### src/rtl/data_mem_arbiter_if.sv
// Request/response and memory-pin bundle between two requesters, the arbiter and data_mem.
// Handshake: a request transfers on a cycle where reqN_valid && reqN_ready; the requester
//   holds valid and its fields stable until then, and dropping valid earlier cancels it.
interface data_mem_arbiter_if #(
  parameter int ADDR_W = 6,
  parameter int DATA_W = 8
);
  logic              req0_valid;
  logic              req0_we;
  logic [ADDR_W-1:0] req0_addr;
  logic [DATA_W-1:0] req0_wdata;
  logic              req0_ready;
  logic              req0_rvalid;
  logic [DATA_W-1:0] req0_rdata;

  logic              req1_valid;
  logic              req1_we;
  logic [ADDR_W-1:0] req1_addr;
  logic [DATA_W-1:0] req1_wdata;
  logic              req1_ready;
  logic              req1_rvalid;
  logic [DATA_W-1:0] req1_rdata;

  logic [ADDR_W-1:0] mem_address;
  logic [DATA_W-1:0] mem_write_data;
  logic              mem_write_enable;
  logic [DATA_W-1:0] mem_read_data;

  modport slave (
    input  req0_valid, req0_we, req0_addr, req0_wdata,
    output req0_ready, req0_rvalid, req0_rdata,
    input  req1_valid, req1_we, req1_addr, req1_wdata,
    output req1_ready, req1_rvalid, req1_rdata,
    output mem_address, mem_write_data, mem_write_enable,
    input  mem_read_data
  );

  modport master (
    output req0_valid, req0_we, req0_addr, req0_wdata,
    input  req0_ready, req0_rvalid, req0_rdata,
    output req1_valid, req1_we, req1_addr, req1_wdata,
    input  req1_ready, req1_rvalid, req1_rdata,
    input  mem_address, mem_write_data, mem_write_enable,
    output mem_read_data
  );
endinterface

### src/rtl/data_mem_arbiter.sv
// Two-port arbiter/sequencer driving the single-port 64x8 data_mem (IDLE -> ISSUE -> CAPTURE).
// Define DATA_MEM_ARB_RR_EN for round-robin arbitration; otherwise port 0 has fixed priority.
module data_mem_arbiter #(
  parameter int ADDR_W = 6,
  parameter int DATA_W = 8
) (
  input  logic               clk,
  input  logic               reset_n,
  data_mem_arbiter_if.slave  bus,
  output logic [1:0]         dbg_state
);

  typedef enum logic [1:0] {
    IDLE    = 2'd0,
    ISSUE   = 2'd1,
    CAPTURE = 2'd2
  } state_e;

  state_e            state_q, state_d;
  logic [ADDR_W-1:0] addr_q, addr_d;
  logic [DATA_W-1:0] wdata_q, wdata_d;
  logic              mem_we_q, mem_we_d;
  logic              is_read_q, is_read_d;
  logic              port_q, port_d;
  logic [DATA_W-1:0] rdata0_q, rdata0_d;
  logic [DATA_W-1:0] rdata1_q, rdata1_d;
  logic              rvalid0_q, rvalid0_d;
  logic              rvalid1_q, rvalid1_d;
`ifdef DATA_MEM_ARB_RR_EN
  logic              last_grant_q, last_grant_d;
`endif

  logic pick1;
  logic ready0;
  logic ready1;

  always_comb begin
`ifdef DATA_MEM_ARB_RR_EN
    // On a tie, the port that was not granted last wins.
    pick1 = bus.req1_valid & (~bus.req0_valid | ~last_grant_q);
`else
    pick1 = bus.req1_valid & ~bus.req0_valid;
`endif
    ready0 = (state_q == IDLE) & bus.req0_valid & ~pick1;
    ready1 = (state_q == IDLE) & pick1;
  end

  always_comb begin
    state_d   = state_q;
    addr_d    = addr_q;
    wdata_d   = wdata_q;
    mem_we_d  = mem_we_q;
    is_read_d = is_read_q;
    port_d    = port_q;
    rdata0_d  = rdata0_q;
    rdata1_d  = rdata1_q;
    rvalid0_d = 1'b0;
    rvalid1_d = 1'b0;
`ifdef DATA_MEM_ARB_RR_EN
    last_grant_d = last_grant_q;
`endif
    case (state_q)
      IDLE: begin
        if (ready0 | ready1) begin
          state_d   = ISSUE;
          addr_d    = pick1 ? bus.req1_addr  : bus.req0_addr;
          wdata_d   = pick1 ? bus.req1_wdata : bus.req0_wdata;
          mem_we_d  = pick1 ? bus.req1_we    : bus.req0_we;
          is_read_d = pick1 ? ~bus.req1_we   : ~bus.req0_we;
          port_d    = pick1;
`ifdef DATA_MEM_ARB_RR_EN
          last_grant_d = pick1;
`endif
        end
      end
      ISSUE: begin
        mem_we_d = 1'b0;
        state_d  = is_read_q ? CAPTURE : IDLE;
      end
      CAPTURE: begin
        // Address is still held, so data_mem's registered output now reflects this line.
        state_d = IDLE;
        if (port_q) begin
          rdata1_d  = bus.mem_read_data;
          rvalid1_d = 1'b1;
        end else begin
          rdata0_d  = bus.mem_read_data;
          rvalid0_d = 1'b1;
        end
      end
      default: state_d = IDLE;
    endcase
  end

  always_ff @(posedge clk or negedge reset_n) begin
    if (!reset_n) begin
      state_q   <= IDLE;
      addr_q    <= '0;
      wdata_q   <= '0;
      mem_we_q  <= 1'b0;
      is_read_q <= 1'b0;
      port_q    <= 1'b0;
      rdata0_q  <= '0;
      rdata1_q  <= '0;
      rvalid0_q <= 1'b0;
      rvalid1_q <= 1'b0;
`ifdef DATA_MEM_ARB_RR_EN
      last_grant_q <= 1'b1;
`endif
    end else begin
      state_q   <= state_d;
      addr_q    <= addr_d;
      wdata_q   <= wdata_d;
      mem_we_q  <= mem_we_d;
      is_read_q <= is_read_d;
      port_q    <= port_d;
      rdata0_q  <= rdata0_d;
      rdata1_q  <= rdata1_d;
      rvalid0_q <= rvalid0_d;
      rvalid1_q <= rvalid1_d;
`ifdef DATA_MEM_ARB_RR_EN
      last_grant_q <= last_grant_d;
`endif
    end
  end

  assign bus.req0_ready       = ready0;
  assign bus.req1_ready       = ready1;
  assign bus.req0_rvalid      = rvalid0_q;
  assign bus.req1_rvalid      = rvalid1_q;
  assign bus.req0_rdata       = rdata0_q;
  assign bus.req1_rdata       = rdata1_q;
  assign bus.mem_address      = addr_q;
  assign bus.mem_write_data   = wdata_q;
  assign bus.mem_write_enable = mem_we_q;
  assign dbg_state            = state_q;

endmodule

### src/flat_wrapper.sv
// flat-port wrapper written by rule: the top's interface ports become plain ports
module data_mem_arbiter_flat 
#(
  parameter int ADDR_W = 6,
  parameter int DATA_W = 8
)
  (clk, reset_n, dbg_state, bus_req0_valid, bus_req0_we, bus_req0_addr, bus_req0_wdata, bus_req0_ready, bus_req0_rvalid, bus_req0_rdata, bus_req1_valid, bus_req1_we, bus_req1_addr, bus_req1_wdata, bus_req1_ready, bus_req1_rvalid, bus_req1_rdata, bus_mem_address, bus_mem_write_data, bus_mem_write_enable, bus_mem_read_data);
  data_mem_arbiter_if #(.ADDR_W(ADDR_W), .DATA_W(DATA_W)) bus_i ();
  input  logic clk;
  input  logic reset_n;
  output logic [1:0] dbg_state;
  input wire logic [$bits(bus_i.req0_valid)-1:0] bus_req0_valid;
  input wire logic [$bits(bus_i.req0_we)-1:0] bus_req0_we;
  input wire logic [$bits(bus_i.req0_addr)-1:0] bus_req0_addr;
  input wire logic [$bits(bus_i.req0_wdata)-1:0] bus_req0_wdata;
  output wire logic [$bits(bus_i.req0_ready)-1:0] bus_req0_ready;
  output wire logic [$bits(bus_i.req0_rvalid)-1:0] bus_req0_rvalid;
  output wire logic [$bits(bus_i.req0_rdata)-1:0] bus_req0_rdata;
  input wire logic [$bits(bus_i.req1_valid)-1:0] bus_req1_valid;
  input wire logic [$bits(bus_i.req1_we)-1:0] bus_req1_we;
  input wire logic [$bits(bus_i.req1_addr)-1:0] bus_req1_addr;
  input wire logic [$bits(bus_i.req1_wdata)-1:0] bus_req1_wdata;
  output wire logic [$bits(bus_i.req1_ready)-1:0] bus_req1_ready;
  output wire logic [$bits(bus_i.req1_rvalid)-1:0] bus_req1_rvalid;
  output wire logic [$bits(bus_i.req1_rdata)-1:0] bus_req1_rdata;
  output wire logic [$bits(bus_i.mem_address)-1:0] bus_mem_address;
  output wire logic [$bits(bus_i.mem_write_data)-1:0] bus_mem_write_data;
  output wire logic [$bits(bus_i.mem_write_enable)-1:0] bus_mem_write_enable;
  input wire logic [$bits(bus_i.mem_read_data)-1:0] bus_mem_read_data;
  assign bus_i.req0_valid = bus_req0_valid;
  assign bus_i.req0_we = bus_req0_we;
  assign bus_i.req0_addr = bus_req0_addr;
  assign bus_i.req0_wdata = bus_req0_wdata;
  assign bus_req0_ready = bus_i.req0_ready;
  assign bus_req0_rvalid = bus_i.req0_rvalid;
  assign bus_req0_rdata = bus_i.req0_rdata;
  assign bus_i.req1_valid = bus_req1_valid;
  assign bus_i.req1_we = bus_req1_we;
  assign bus_i.req1_addr = bus_req1_addr;
  assign bus_i.req1_wdata = bus_req1_wdata;
  assign bus_req1_ready = bus_i.req1_ready;
  assign bus_req1_rvalid = bus_i.req1_rvalid;
  assign bus_req1_rdata = bus_i.req1_rdata;
  assign bus_mem_address = bus_i.mem_address;
  assign bus_mem_write_data = bus_i.mem_write_data;
  assign bus_mem_write_enable = bus_i.mem_write_enable;
  assign bus_i.mem_read_data = bus_mem_read_data;
  data_mem_arbiter #(.ADDR_W(ADDR_W), .DATA_W(DATA_W)) u_core (.clk(clk), .reset_n(reset_n), .bus(bus_i), .dbg_state(dbg_state));
endmodule
### config.mk
export PLATFORM = sky130hd
export DESIGN_NAME = data_mem_arbiter_flat
export DESIGN_NICKNAME = d
export VERILOG_FILES = /design/src/rtl/data_mem_arbiter_if.sv /design/src/rtl/data_mem_arbiter.sv /design/src/flat_wrapper.sv
export SDC_FILE = /design/constraint.sdc
export NUM_CORES = 1
export LEC_CHECK = 0
export CORE_MARGIN = 2
export CORE_UTILIZATION = 36
export DETAILED_ROUTE_END_ITERATION = 8
export GPL_TIMING_DRIVEN = 0
export PLACE_DENSITY = 0.82
export SKIP_CTS_REPAIR_TIMING = 1
export SYNTH_ARGS = -nofsm -noshare
export SYNTH_HDL_FRONTEND = slang
export SYNTH_SLANG_ARGS = --single-unit
### constraint.sdc
create_clock -name clk -period 1.6 [get_ports clk]
set_clock_uncertainty 0.15 [all_clocks]
set_input_delay 0.32 -clock clk [delete_from_list [all_inputs] [get_ports clk]]
set_output_delay 0.32 -clock clk [all_outputs]
set_load 0.01 [all_outputs]
==> run metrics, run 1 <==
Site Rows 24; setup TNS -110 ps; Max Fclk 0.587 GHz; CTS tree built; Synthesis Warnings 0; R2R setup slack 0 ps; largest area contributor in the netlist dfrtp_1; port bufs 78; #FFs+latches synth 37; initial antenna violation count 0; Post-DP HPWL about 2.9 mm; Hold Violations, Final 37; Remaining DRCs 0; cell count after synthesis 119; Die Ht 70.0 um; post-synth cell types 23; clock slew at reported path FFs around 70 ps; HP Class input port to asynchronous set/reset pin; failing checks hold timing, setup timing; crit-path most repeated cell buf_6; most frequent cells in the layout 38 x clkdlybuf4s50_1, 37 x dlymetal6s2s_1, 35 x dfrtp_1; nets 254; Placer Congestion around 0.80; Post-Route WL between 4 and 5 mm; delay-heaviest family, CP flip-flops; Critical path buffers and inverters 2; setup ws final -105 ps; DP Area 0.00241 mm^2; post-route ant nets 0; die extent in x 70.0 um; max-cap violations 0; final instance area 0.00274 mm^2; reg2reg end u_core.is_read_q; clk root buf clkbuf_8; # diodes 0; first-pass GRT wire length 6.29 mm; Reg-to-Reg Start u_core.dbg_state[1]; total track usage 16.4%; Synth Area in Compound Gates about a tenth; via count ~1,300; adder-cell share of the synthesized area 0%; drt first pass iters 4; critical path peak fanout 4; Crit path required time around 1100 ps; Leak Pwr 1.52 nW; CP Cell Sequence buf_6 -> nor2_4 -> and2_4 -> buf_6; Crit path arrival time 1230 ps; status complete, but fails checks; Synth-to-Final Area Change 74.6%; CP max-delay cell dfrtp_2; Tot Pwr ~0.0047 W; Startpoint Class flop; Tmin final approximately 1700 ps; synthesized cell area roughly 0.0016 mm^2; syn avg cell area 13.2 um^2; post-synthesis mux area share around 22%; endpoint type of the worst setup path output port; Seq/Total Area, Yosys 59.0%; Final period util 107%; Avg Vias per Cell 4.83; xor and xnor fraction of the mapped netlist area 0%; worst hold slack -31.3 ps; H-tree Lvls 2; Initial Util 36.8%; clk buf depth 2; Max Slew Vio Count 0; Synth Area in Simple Gates ~5%; worst-skew pair later-pin latency roughly 290 ps; layout cells sized above 1 23.9%; DIE AREA 0.00490 mm^2; Reg2Reg Depth 5; number of CTS-inserted buffers 5; vias in the first global route approximately 1,400; Final setup viols 3; IR Drop Worst-Case VDD ~1.2 mV; I/O pins 79; Max stage delay on crit path 440 ps; RSZ-0062 raised after global routing yes; syn_nets 161; largest family of logic cells by synthesized area multiplexers; routed len/inst 15.3 um; largest net degree at the start of global routing 38; core box area between 0.004 and 0.005 mm^2; Slew @ Worst Pin approximately 820 ps; Place WS -889 ps; Layout fillers 354; DR iter-0 viols 37; final design utilization 64.2%; GRT Residual Overflow 0; Power Dens Cells 1730 mW/mm^2; synth top area cells dfrtp_1 59%, mux2_2 11%, a21oi_1 9.6%, mux2i_1 9.6%, buf_6 2.2%; Slew headroom 45.3%; Synth top area share 59.0%; CTS Sinks 37; Worst Setup Path Type flop to output port; most common cell after layout, fill and taps aside clkdlybuf4s50_1
[kinds of logic (layout without fill, tap and decap cells)]
group                  count (synthesis)  in the layout
multiplexers                          32             32
AND/OR/NAND/NOR                       10             10
AO/OA/AOI/OAI                         31             31
flip-flops                            37             37
buffers and inverters                  9            103
[state kept, by name, summed over array words and instances (netlist names), 2 cells and up]
name	flops
u_core.bus.mem_address	6
u_core.bus.mem_write_data	8
u_core.bus.req0_rdata	8
u_core.bus.req1_rdata	8
u_core.dbg_state	2
[final cells by class]
class,count,area [um^2],share of cell area (%)
clock buffer,6,82.6,3.02
sequential,37,928,33.9
tap,52,65.1,2.38
clock inverter,2,37.5,1.37
timing repair buffer,87,952,34.8
buffer,6,65.1,2.38
multi-input combinational,73,601,21.9
inverter,2,7.51,0.274
[report_power, final]
group          total [W]  switching (W)  internal [W]
Sequential       0.00166       0.000261       0.00140
Clock           0.000834       0.000327      0.000506
Combinational    0.00225       0.000957       0.00130
[routing by layer]
metal / vias up / share of wire [%] / GRT usage (%)
li1: 611 / - / -
met1: 613 / 41 / 19.5
met2: 50 / 48 / 25.8
met3: 7 / 9.9 / 9.09
met4: 0 / 1.2 / 4.49
met5: - / 0 / 0
[stage by stage]
stage	hold WS, ps	cells
6_report	-31.3	265
5_1_grt	42.6	265
4_1_cts	-15.1	257
3_5_place_dp	304	249
3_3_place_gp	320	249
2_1_floorplan	-126	119
[how the worst max path moves through the flow]
| stage | start | endpoint | slack (ps) | depth (start not counted) |
|---|---|---|---|---|
| 2_1_floorplan | u_core.dbg_state[0] | u_core.is_read_q | 20 | 4 |
| 3_3_place_gp | bus_req0_valid | bus_req1_ready | -870 | 6 |
| 3_5_place_dp | bus_req0_valid | bus_req1_ready | -890 | 6 |
| 4_1_cts | bus_req0_valid | bus_req1_ready | -890 | 6 |
| 5_1_grt | u_core.dbg_state[1] | bus_req0_ready | -160 | 4 |
| 6_report | u_core.dbg_state[1] | bus_req0_ready | -100 | 4 |
[cells in the mapped netlist]
library cell  instances
buf_2                 2
mux2_1                1
and3_1                1
buf_4                 1
buf_6                 3
nand2b_1              1
nor2_1                1
and2_1                1
or2_1                 1
inv_2                 1
nor3_1                1
clkbuf_1              1
dfrtp_1              37
a21oi_1              30
nor2_2                1
inv_1                 1
a221oi_1              1
mux2i_1              15
mux2_4                1
nand3b_2              1
nor3_4                1
mux2_2               15
and2_4                1
No activity file was read; power rests on OpenSTA's default activity.
==> run 2, diff against run 1 <==
PLACE_DENSITY = 0.78   (was 0.82)
clock period = 1.5 ns   (was 1.6 ns; I/O delays follow)
==> run metrics, run 2 (synthesis results as in run 1) <==
status complete, but fails checks; failing checks hold timing, setup timing; Initial Util 36.8%; DIE AREA 0.00490 mm^2; Post-DP HPWL 2.70 mm; GRT Residual Overflow 0; Reg2Reg Depth 4; Site Rows 24; max-cap violations 0; Max Slew Vio Count 0; setup ws final -117 ps; most common cell after layout, fill and taps aside clkdlybuf4s50_1; Synth-to-Final Area Change 71.9%; final instance area 0.00270 mm^2; Max stage delay on crit path between 400 and 500 ps; Tmin final 1620 ps; Power Dens Cells 1810 mW/mm^2; Die Ht 70.0 um; layout cells sized above 1 22.9%; # diodes 0; setup TNS -234 ps; Startpoint Class flop; CTS tree built; Leak Pwr 1.50 nW; Remaining DRCs 0; worst-skew pair later-pin latency 280 ps; initial antenna violation count 0; largest net degree at the start of global routing 38; die extent in x 70.0 um; Final setup viols 3; core box area roughly 0.0043 mm^2; Slew headroom 46.3%; CP Cell Sequence buf_4 -> nor3_2 -> buf_2; via count around 1,300; Crit path arrival time 1170 ps; first-pass GRT wire length 6.08 mm; most frequent cells in the layout 38 x clkdlybuf4s50_1, 37 x dlymetal6s2s_1, 35 x dfrtp_1; drt first pass iters 4; Post-Route WL 3.89 mm; vias in the first global route 1,334; reg2reg end u_core.is_read_q; Avg Vias per Cell 4.85; Crit path required time 1050 ps; DR iter-0 viols 39; Slew @ Worst Pin 805 ps; number of CTS-inserted buffers 5; Place WS -965 ps; Hold Violations, Final 37; clk root buf clkbuf_8; endpoint type of the worst setup path output port; HP Class input port to asynchronous set/reset pin; H-tree Lvls 2; Final period util 108%; CTS Sinks 37; worst hold slack -46.1 ps; R2R setup slack -20 ps; nets 251; port bufs 78; I/O pins 79; Placer Congestion around 0.75; IR Drop Worst-Case VDD 1.26 mV; DP Area 0.00241 mm^2; post-route ant nets 0; Tot Pwr ~0.0049 W; routed len/inst 14.8 um; total track usage 15.8%; clk buf depth 2; clock slew at reported path FFs 70 ps; CP max-delay cell dfrtp_2; RSZ-0062 raised after global routing yes; critical path peak fanout 5; Max Fclk a little over 0.6 GHz; Reg-to-Reg Start u_core.dbg_state[0]; Worst Setup Path Type flop to output port
[run 2: changes by cell type in the layout (fill, tap and decap cells not counted), sizes merged]
cell and delta:
buf -4, clkbuf +1, bufinv -1, clkinvlp -1, clkinv +2
[run 2: worst max-delay path: cells and delay by family (launching register included)]
| kind | cells | cell delay, ps |
|---|---|---|
| buf+inv | 2 | 300 |
| flops | 1 | 450 |
| simple gates | 1 | 140 |
[run 2: per-layer routing]
layer	track usage, %	up-vias	share of wire (%)
li1	-	608	-
met1	18.7	617	41
met2	25.5	47	50
met3	7.36	0	9.3
met4	5.13	0	0
met5	0	-	0
[run 2: layout make-up]
cell class                      instances  area, um^2
Clock buffer                            6        72.6
Clock inverter                          2        10.0
Tap cell                               52        65.1
Multi-Input combinational cell         73         607
Buffer                                  6        63.8
Sequential cell                        37         928
Inverter                                2        7.51
Timing Repair Buffer                   84         943
Fill cell                             344        1570
[run 2: worst max path at each step]
| stage | startpoint | cells past startpoint | end | slack (ps) |
|---|---|---|---|---|
| 2_1_floorplan | u_core.dbg_state[0] | 4 | u_core.is_read_q | -10 |
| 3_3_place_gp | bus_req0_valid | 6 | bus_req1_ready | -930 |
| 3_5_place_dp | bus_req0_valid | 6 | bus_req1_ready | -970 |
| 4_1_cts | bus_req0_valid | 6 | bus_req1_ready | -970 |
| 5_1_grt | u_core.dbg_state[1] | 3 | bus_req1_ready | -190 |
| 6_report | u_core.dbg_state[1] | 3 | bus_req1_ready | -120 |
[run 2: power breakdown]
group	total [W]	internal, W	switching [W]
Combinational	0.00245	0.00145	0.00100
Sequential	0.00178	0.00149	0.000291
Clock	0.000655	0.000322	0.000333
[run 2: per-stage QoR]
stage,utilization (%),cells
after floorplan,-,119
after CTS,58.6,257
after global routing,63.3,262
after global placement,56.7,249
after detailed placement,56.6,249
final,63.3,262
==> run 3, diff against run 2 <==
HOLD_SLACK_MARGIN = 0.05   (was not set)
==> results of run 3 <==
No change in the layout: final DEF, timing and power equal those of run 2.
